[src/rtl/sprite_loader.sv]
// Streams a sprite (width byte, height byte, then RGB triples) into sprite RAM.
// One RAM write per pixel; header is validated against the RAM capacity first.
module sprite_loader #(
    parameter int          MAX_PIXELS = 1440,
    parameter logic [18:0] BASE_ADDR  = 19'd0
) (
    input  logic        Clk,
    input  logic        Reset,
    input  logic        start,
    input  logic [7:0]  rx_data,
    input  logic        rx_valid,
    output logic        rx_ready,
    output logic [18:0] write_address,
    output logic [23:0] data_In,
    output logic        we,
    output logic        busy,
    output logic        done,
    output logic        error
);
    localparam logic [3:0] IDLE   = 4'd0;
    localparam logic [3:0] HDR_W  = 4'd1;
    localparam logic [3:0] HDR_H  = 4'd2;
    localparam logic [3:0] CHECK  = 4'd3;
    localparam logic [3:0] PIX_R  = 4'd4;
    localparam logic [3:0] PIX_G  = 4'd5;
    localparam logic [3:0] PIX_B  = 4'd6;
    localparam logic [3:0] WRITE  = 4'd7;
    localparam logic [3:0] FINISH = 4'd8;

    localparam logic [15:0] MAX_TOTAL = 16'(MAX_PIXELS);

    logic [3:0]  state;
    logic [7:0]  width, height, red, green;
    logic [15:0] total, index, product;
    logic        hdr_bad, xfer;

    assign product = {8'd0, width} * {8'd0, height};
    assign hdr_bad = (width == 8'd0) || (height == 8'd0) || (product > MAX_TOTAL);

    always_comb begin
        rx_ready = (state == HDR_W) || (state == HDR_H) || (state == PIX_R) ||
                   (state == PIX_G) || (state == PIX_B);
        busy     = (state != IDLE);
        we       = (state == WRITE);
        done     = (state == FINISH);
        error    = (state == CHECK) && hdr_bad;
    end

    assign xfer = rx_valid & rx_ready;

    // Address and pixel are registered on the blue byte so they stay stable
    // through WRITE and hold afterwards while the index moves on.
    always_ff @(posedge Clk) begin
        if (!Reset) begin
            state         <= IDLE;
            width         <= 8'd0;
            height        <= 8'd0;
            red           <= 8'd0;
            green         <= 8'd0;
            total         <= 16'd0;
            index         <= 16'd0;
            write_address <= 19'd0;
            data_In       <= 24'd0;
        end else begin
            case (state)
                IDLE: if (start) begin
                    index <= 16'd0;
                    state <= HDR_W;
                end
                HDR_W: if (xfer) begin
                    width <= rx_data;
                    state <= HDR_H;
                end
                HDR_H: if (xfer) begin
                    height <= rx_data;
                    state  <= CHECK;
                end
                CHECK: begin
                    total <= product;
                    state <= hdr_bad ? IDLE : PIX_R;
                end
                PIX_R: if (xfer) begin
                    red   <= rx_data;
                    state <= PIX_G;
                end
                PIX_G: if (xfer) begin
                    green <= rx_data;
                    state <= PIX_B;
                end
                PIX_B: if (xfer) begin
                    data_In       <= {red, green, rx_data};
                    write_address <= BASE_ADDR + {3'd0, index};
                    state         <= WRITE;
                end
                WRITE: begin
                    index <= index + 16'd1;
                    state <= (index == total - 16'd1) ? FINISH : PIX_R;
                end
                FINISH: state <= IDLE;
                default: state <= IDLE;
            endcase
        end
    end
endmodule

[config.mk]
export PLATFORM = sky130hd
export DESIGN_NAME = sprite_loader
export DESIGN_NICKNAME = d
export VERILOG_FILES = /design/src/rtl/sprite_loader.sv
export SDC_FILE = /design/constraint.sdc
export NUM_CORES = 1
export LEC_CHECK = 0
export CAP_MARGIN = 20
export CORE_MARGIN = 5
export CORE_UTILIZATION = 35
export DETAILED_ROUTE_END_ITERATION = 12
export DONT_BUFFER_PORTS = 1
export PLACE_DENSITY = 0.6
export SETUP_SLACK_MARGIN = 0.05
export SYNTH_ARGS = -nofsm -noshare
export SYNTH_HDL_FRONTEND = slang
export SYNTH_SLANG_ARGS = --single-unit
export TNS_END_PERCENT = 10
[constraint.sdc]
create_clock -name Clk -period 14.4 [get_ports Clk]
set_input_delay 4.32 -clock Clk [delete_from_list [all_inputs] [get_ports Clk]]
set_output_delay 4.32 -clock Clk [all_outputs]
set_load 0.02 [all_outputs]
==> results of run 1 <==
==> through the flow <==
step	instance area (µm²)	utilization (%)
4_1_cts	7286	37.81
3_5_place_dp	6983	36.24
5_1_grt	7286	37.81
3_3_place_gp	6983	36.24
2_1_floorplan	6800	-
6_report	7286	37.81
==> worst min-delay path, stage by stage (launching register included) <==
cell and delay, ns:
dfxtp_1 0.31, nand2_1 0.05, a21oi_1 0.05
==> cell usage in the layout (no fill, tap or decap), types with 3 or more instances in the layout <==
cell,Yosys,routed
a211oi_1,5,5
a21oi_1,74,74
and2_1,49,49
and3_1,7,7
buf_4,3,4
clkbuf_16,0,9
conb_1,1,3
dfxtp_1,108,108
fa_1,36,36
ha_1,38,38
inv_1,63,63
mux2i_1,36,36
nand2_1,135,135
nand3_1,28,28
nand4_1,6,6
nor2_1,76,75
nor3_1,12,12
nor4_1,6,6
o21a_1,4,4
o21ai_0,9,9
or2_2,4,4
or3_1,3,3
xnor2_1,25,25
xor2_1,9,9
==> metal layers <==
metal  global-route usage [%]  wire length, µm  part of all wire [%]  vias up
li1                         -                -                     -     2656
met1                    18.02             6920                    46     2474
met2                    23.42             7338                    49       89
met3                    3.403              706                   4.7       12
met4                    2.380              129                  0.85        0
met5                        0                0                     0        -
==> final cells by class <==
cell class	count	area (µm²)	share of cell area [%]
clock buffer	10	239.0	3.280
clock inverter	6	63.81	0.8758
inverter	65	244.0	3.349
multi-input combinational	609	4215	57.86
sequential	108	2162	29.68
tap	265	331.6	4.551
timing repair buffer	4	30.03	0.4122
==> cell families (layout without fill, tap and decap cells) <==
family                     after synthesis  in the layout  synth area share [%]
buffers and inverters                  110             85                 6.263
xor gates and xnor gates                34             34                 4.384
DFF                                    108            108                 31.83
other                                    1              3               0.05521
muxes                                   38             38                 5.636
and+or+nand+nor                        342            342                 23.60
adders and majority gates               74             74                 17.61
AOI/OAI and AO/OA                      118            118                 10.63
==> synthesized netlist by cell type (all sizes together), types with 2 or more instances <==
cell | count | area, µm²
clkbuf | 41 | 153.9
fa | 36 | 720.7
nor2b | 3 | 26.27
and3 | 7 | 43.79
o211ai | 2 | 15.01
nor2 | 76 | 285.3
o31ai | 2 | 20.02
nand4 | 6 | 37.54
dfxtp | 108 | 2162
a21oi | 75 | 379.1
xor2 | 9 | 78.83
a21o | 3 | 23.77
xnor2 | 25 | 219.0
nand2 | 135 | 506.7
a22oi | 2 | 15.01
inv | 65 | 244.0
nand3b | 2 | 15.01
or2 | 5 | 31.28
nand2b | 2 | 12.51
o21a | 4 | 30.03
o21ai | 10 | 61.31
a211oi | 6 | 50.05
mux2i | 36 | 360.4
nor4 | 6 | 37.54
o22ai | 2 | 12.51
ha | 38 | 475.5
nor4b | 3 | 32.53
a21boi | 2 | 18.77
and2 | 49 | 306.5
or3 | 3 | 18.77
nand3 | 28 | 140.1
a221o | 2 | 21.27
nor3 | 14 | 80.08
mux2 | 2 | 22.52
buf | 4 | 27.52
==> flip-flops by register name, summed over array words and instances, names as in the netlist <==
register and flops:
state 4, write_address 16, width 8, index 16, red 8, green 8, total 16, data_In 24
height 8
==> power groups by stage <==
| stage | Clock [mW] | Sequential (mW) | Combinational (mW) |
|---|---|---|---|
| floorplan | 0 | 0.309 | 0.0276 |
| global route | 0.265 | 0.308 | 0.0317 |
| CTS | 0.253 | 0.307 | 0.0287 |
| detailed placement | 0 | 0.314 | 0.0286 |
| finish | 0.247 | 0.307 | 0.0285 |
| global placement | 0 | 0.314 | 0.0287 |
==> how the worst max path moves through the flow <==
stage / from / to / slack, ns
floorplan: width[0] / error / 5.32
global placement: width[0] / error / 5.23
detailed placement: width[2] / error / 5.11
CTS: width[0] / error / 4.73
global route: width[0] / error / 4.46
finish: width[3] / error / 4.74
==> flow_summary.yaml, run 1 <==
run_status:
  status: "finished, final reports clean"
routing:
  routed_via_density: 4.903
  drc_errors: 0
  antenna_left: 0
  dr.pass1.iters: 4
  vias: 5231
  wl_per_cell_um: 14.15
  drt-total-wl_um: 15090
  drtIter0Drc: 243
die:
  std_cell_rows: 51
  die_h_um: 149.3
  ios: 60
  initial_core_util_pct: 35.25
  dieArea_um2: 22290
  die_w_um: 149.3
  core-area_um2: 19270
synth:
  synth.avg_cell_area_um2: 8.234
  seq_area_frac_synth_pct: 31.83
  synthArstFlopShare_pct: 0
  ys_ff_latch: 108
  synth_flop_cell: "dfxtp_1"
  yosysWarnings: 0
  netlist_instances: 825
  synth_cell_types: 60
  synth_edf_count: 0
  synthesis.area_um2: 6793
clock_tree:
  cts_resized: 0
  root_buffer: "clkbuf_16"
  clock_latency_ns: 0.35
  cts_buffers: 9
  holdBufCountCts: 0
  cts_tree: "built"
  clk_path_buf_depth: 2
  clkSlewWorstSetupHoldPaths_ns: 0.08
  clock_sinks: 108
  h-tree-depth: 3
  cts_setup_buffers: 0
critical_path:
  path_depth: 16
  r2r-end: "state[2]"
  critPathArrivalTime_ns: 5.34
  critPathBufInv: 2
  crit_top_cell: "fa_1"
  critPathLaunchType: "register"
  cp_top_family: "adder cells"
  required_ns: 10.08
  cp_max_fo: 10
  crit_path_max_incr_delay_ns: 0.54
  path_class: "reg -> out"
  reg2reg_from: "width[3]"
  path_cells: "and2_1 > fa_1 > fa_1 > fa_1 > inv_1 > fa_1 > inv_1 > ha_1 > nor4_1 > a21oi_1 > o21a_1 > xnor2_1 > nand3_1 > or4_4 > nor3_2 > nor2_1"
  r2r_cells: 16
  rrSetupSlack_ns: 9.31
  cpMaxStageDelayCell: "fa_1"
  critPathCaptureType: "primary output"
power_and_ir_drop:
  clkPwrFrac_pct: 42.4
  p_leak_nw: 3.006
  p_per_area_nw_per_um2: 79.96
  p_total_mw: 0.5826
  intPower_mw: 0.4378
  pwr-share-comb_pct: 4.9
  switchingPower_mw: 0.1448
  swShare_pct: 24.85
  power_frac_seq_pct: 52.7
  max-vdd-ir-drop_v: 0.00006339
final_layout:
  fin_cells: 1067
  drive_gt1_share_pct: 5.112
  layout.nets: 883
  areaGrowthSynthToFinish_pct: 7.257
  diodes: 0
  fill_cells: 2089
placed_design:
  dp_slack_ns: 5.107
  dp_cells: 1051
  gp_congestion: 0.8357
  detailed_place_hpwl_um: 11490
  numPortBuffers: 0
worst_hold_path:
  min-delay-path-class: "reg -> reg"
  min_path_cells: 2
  hp-start: "red[5]"
  whs_endpoint: "data_In[21]"
sta:
  finalSetupViolCount: 0
  fin_crit_ns: 9.657
  fin_ws_ns: 4.743
  slew-limit-headroom_pct: 31.32
  fmax_mhz: 103.5
  final.setup_skew_ns: 0.01013
  tightestPinTransition_ns: 1.016
  tns_ns: 0
  hold_viol_final: 0
  report.final.slew_viol_count: 0
  min_period_over_period_pct: 67.07
  grt_setup_unrepaired: "false"
  holdWs_ns: 0.4497
global_route:
  grt_pass1_vias: 4971
  grt_max_degree: 84
  grt_overflow: 0
  grt_usage_pct: 13.77
  grt_pass1_wl_um: 25410
  antenna_found_initial: 0
job:
  cap_violations: 0
(Power assumes the default switching activity.)
==> run 2: changes to the inputs <==
- PLACE_DENSITY: 0.6 -> 0.62
- clock period: 14.4 -> 8.73 ns (I/O delays scaled with it)
==> run 2 against run 1 <==
  * Cell area increased by 0.10%
  * Count of clock-buffer cells in the layout decreased by 1
  * Non-clock buffer count unchanged
  * Wire length decreased by 1.5%
  * Clock power increased by 68%
  * Worst hold slack improved by 0.0077 ns
  * Combinational power increased by 65%
  * Core utilization about the same
  * Critical endpoint unchanged
==> flow_summary.yaml, run 2 (synthesis results as in run 1) <==
clock_tree:
  clkSlewWorstSetupHoldPaths_ns: 0.08
  holdBufCountCts: 0
  h-tree-depth: 3
  cts_buffers: 9
  clock_sinks: 108
  cts_setup_buffers: 0
  clk_path_buf_depth: 2
  cts_resized: 0
  root_buffer: "clkbuf_16"
  cts_tree: "built"
  clock_latency_ns: 0.35
routing:
  vias: 5151
  drtIter0Drc: 263
  dr.pass1.iters: 4
  wl_per_cell_um: 13.93
  drt-total-wl_um: 14860
  drc_errors: 0
  routed_via_density: 4.828
  antenna_left: 0
global_route:
  use_met3_pct: 3.586
  grt_pass1_wl_um: 24990
  grt_pass1_vias: 4918
  top_usage_layer: "met2"
  grt_usage_pct: 13.65
  antenna_found_initial: 0
  grt_use_met2_pct: 22.29
  grt_overflow: 0
  grt_max_degree: 83
  grtUsageMet1_pct: 18.22
critical_path:
  crit_path_max_incr_delay_ns: 0.54
  cpMaxStageDelayCell: "fa_1"
  critPathCaptureType: "primary output"
  path_class: "reg -> out"
  cp_max_fo: 11
  critPathLaunchType: "register"
  critPathBufInv: 3
  crit_top_cell: "fa_1"
  path_cells: "nand2_1 > fa_1 > fa_1 > inv_1 > fa_1 > inv_1 > fa_1 > inv_1 > ha_1 > or2_1 > a21boi_2 > o31ai_2 > a21oi_2 > xnor2_1 > or4_4 > nor3_2 > nor2_1"
  cp_top_family: "adder cells"
  critPathArrivalTime_ns: 5.30
  required_ns: 6.11
  rrSetupSlack_ns: 3.66
final_layout:
  drive_gt1_share_pct: 5.112
  final_area_um2: 7293
  fin_util_pct: 37.85
  mostFrequentLayoutCells: "nand2_1, dfxtp_1, nor2_1"
  fill_cells: 2026
  largest_reg_flops: 24
  final_common_cell: "nand2_1"
  areaGrowthSynthToFinish_pct: 7.368
  regMostFlops: "data_In"
  diodes: 0
  layout.nets: 883
  fin_cells: 1067
sta:
  fmax_mhz: 126.2
  slew-limit-headroom_pct: 29.87
  holdWs_ns: 0.4574
  tns_ns: 0
  min_period_over_period_pct: 90.74
  finalSetupViolCount: 0
  tightestPinTransition_ns: 1.037
  fin_ws_ns: 0.8086
  final.setup_skew_ns: 0.01232
  fin_crit_ns: 7.921
  hold_viol_final: 0
  report.final.slew_viol_count: 0
  grt_setup_unrepaired: "false"
placed_design:
  dp_slack_ns: 1.173
  placed_cell_area_um2: 6983
  dp_cells: 1051
  detailed_place_hpwl_um: 11270
  gp_congestion: 0.8422
  numPortBuffers: 0
die:
  std_cell_rows: 51
  initial_core_util_pct: 35.25
  die_h_um: 149.3
  ios: 60
  core-area_um2: 19270
  dieArea_um2: 22290
  die_w_um: 149.3
power_and_ir_drop:
  max-vdd-ir-drop_v: 0.00008900
  p_leak_nw: 3.007
  p_total_mw: 0.9668
  p_per_area_nw_per_um2: 132.6
job:
  cap_violations: 0
run_status:
  status: "finished, final reports clean"
worst_hold_path:
  min-delay-path-class: "reg -> reg"
-- run 2: cell count changes in the layout (fill, tap and decap cells not counted), sizes merged --
cell    before  now
clkinv       1    4
inv         69   67
clkbuf      10    9
-- run 2: path summary, 6_finish.rpt --
kind	startpoint	endpoint	cells after the start
hold / removal	green[1]	data_In[9]	2
setup / recovery	width[0]	error	17
setup reg to reg	width[0]	state[2]	17
hold reg to reg	green[1]	data_In[9]	2
-- run 2: cell type report --
cell class | instances | area (µm²) | share of cell area (%)
Clock inverter | 7 | 85.08 | 1.167
Multi-Input combinational cell | 609 | 4215 | 57.80
Inverter | 65 | 244.0 | 3.345
Tap cell | 265 | 331.6 | 4.546
Sequential cell | 108 | 2162 | 29.64
Timing Repair Buffer | 4 | 30.03 | 0.4117
Clock buffer | 9 | 225.2 | 3.088
-- run 2: routing by layer --
layer	up-vias	wire (µm)
li1	2652	-
met1	2397	6996
met2	92	6974
met3	10	749
met4	0	141
met5	-	0
-- run 2: report_power, final --
group          internal, mW  switching (mW)  leakage [nW]
clock network         0.205           0.209         0.146
logic                0.0159          0.0312          1.99
registers             0.496          0.0101         0.871
total                 0.717           0.250          3.01
-- run 2: worst min-delay path, cell delays in order, from the launching register on --
cell and delay [ns]:
dfxtp_1 0.32, nand2_1 0.05, a21oi_1 0.05
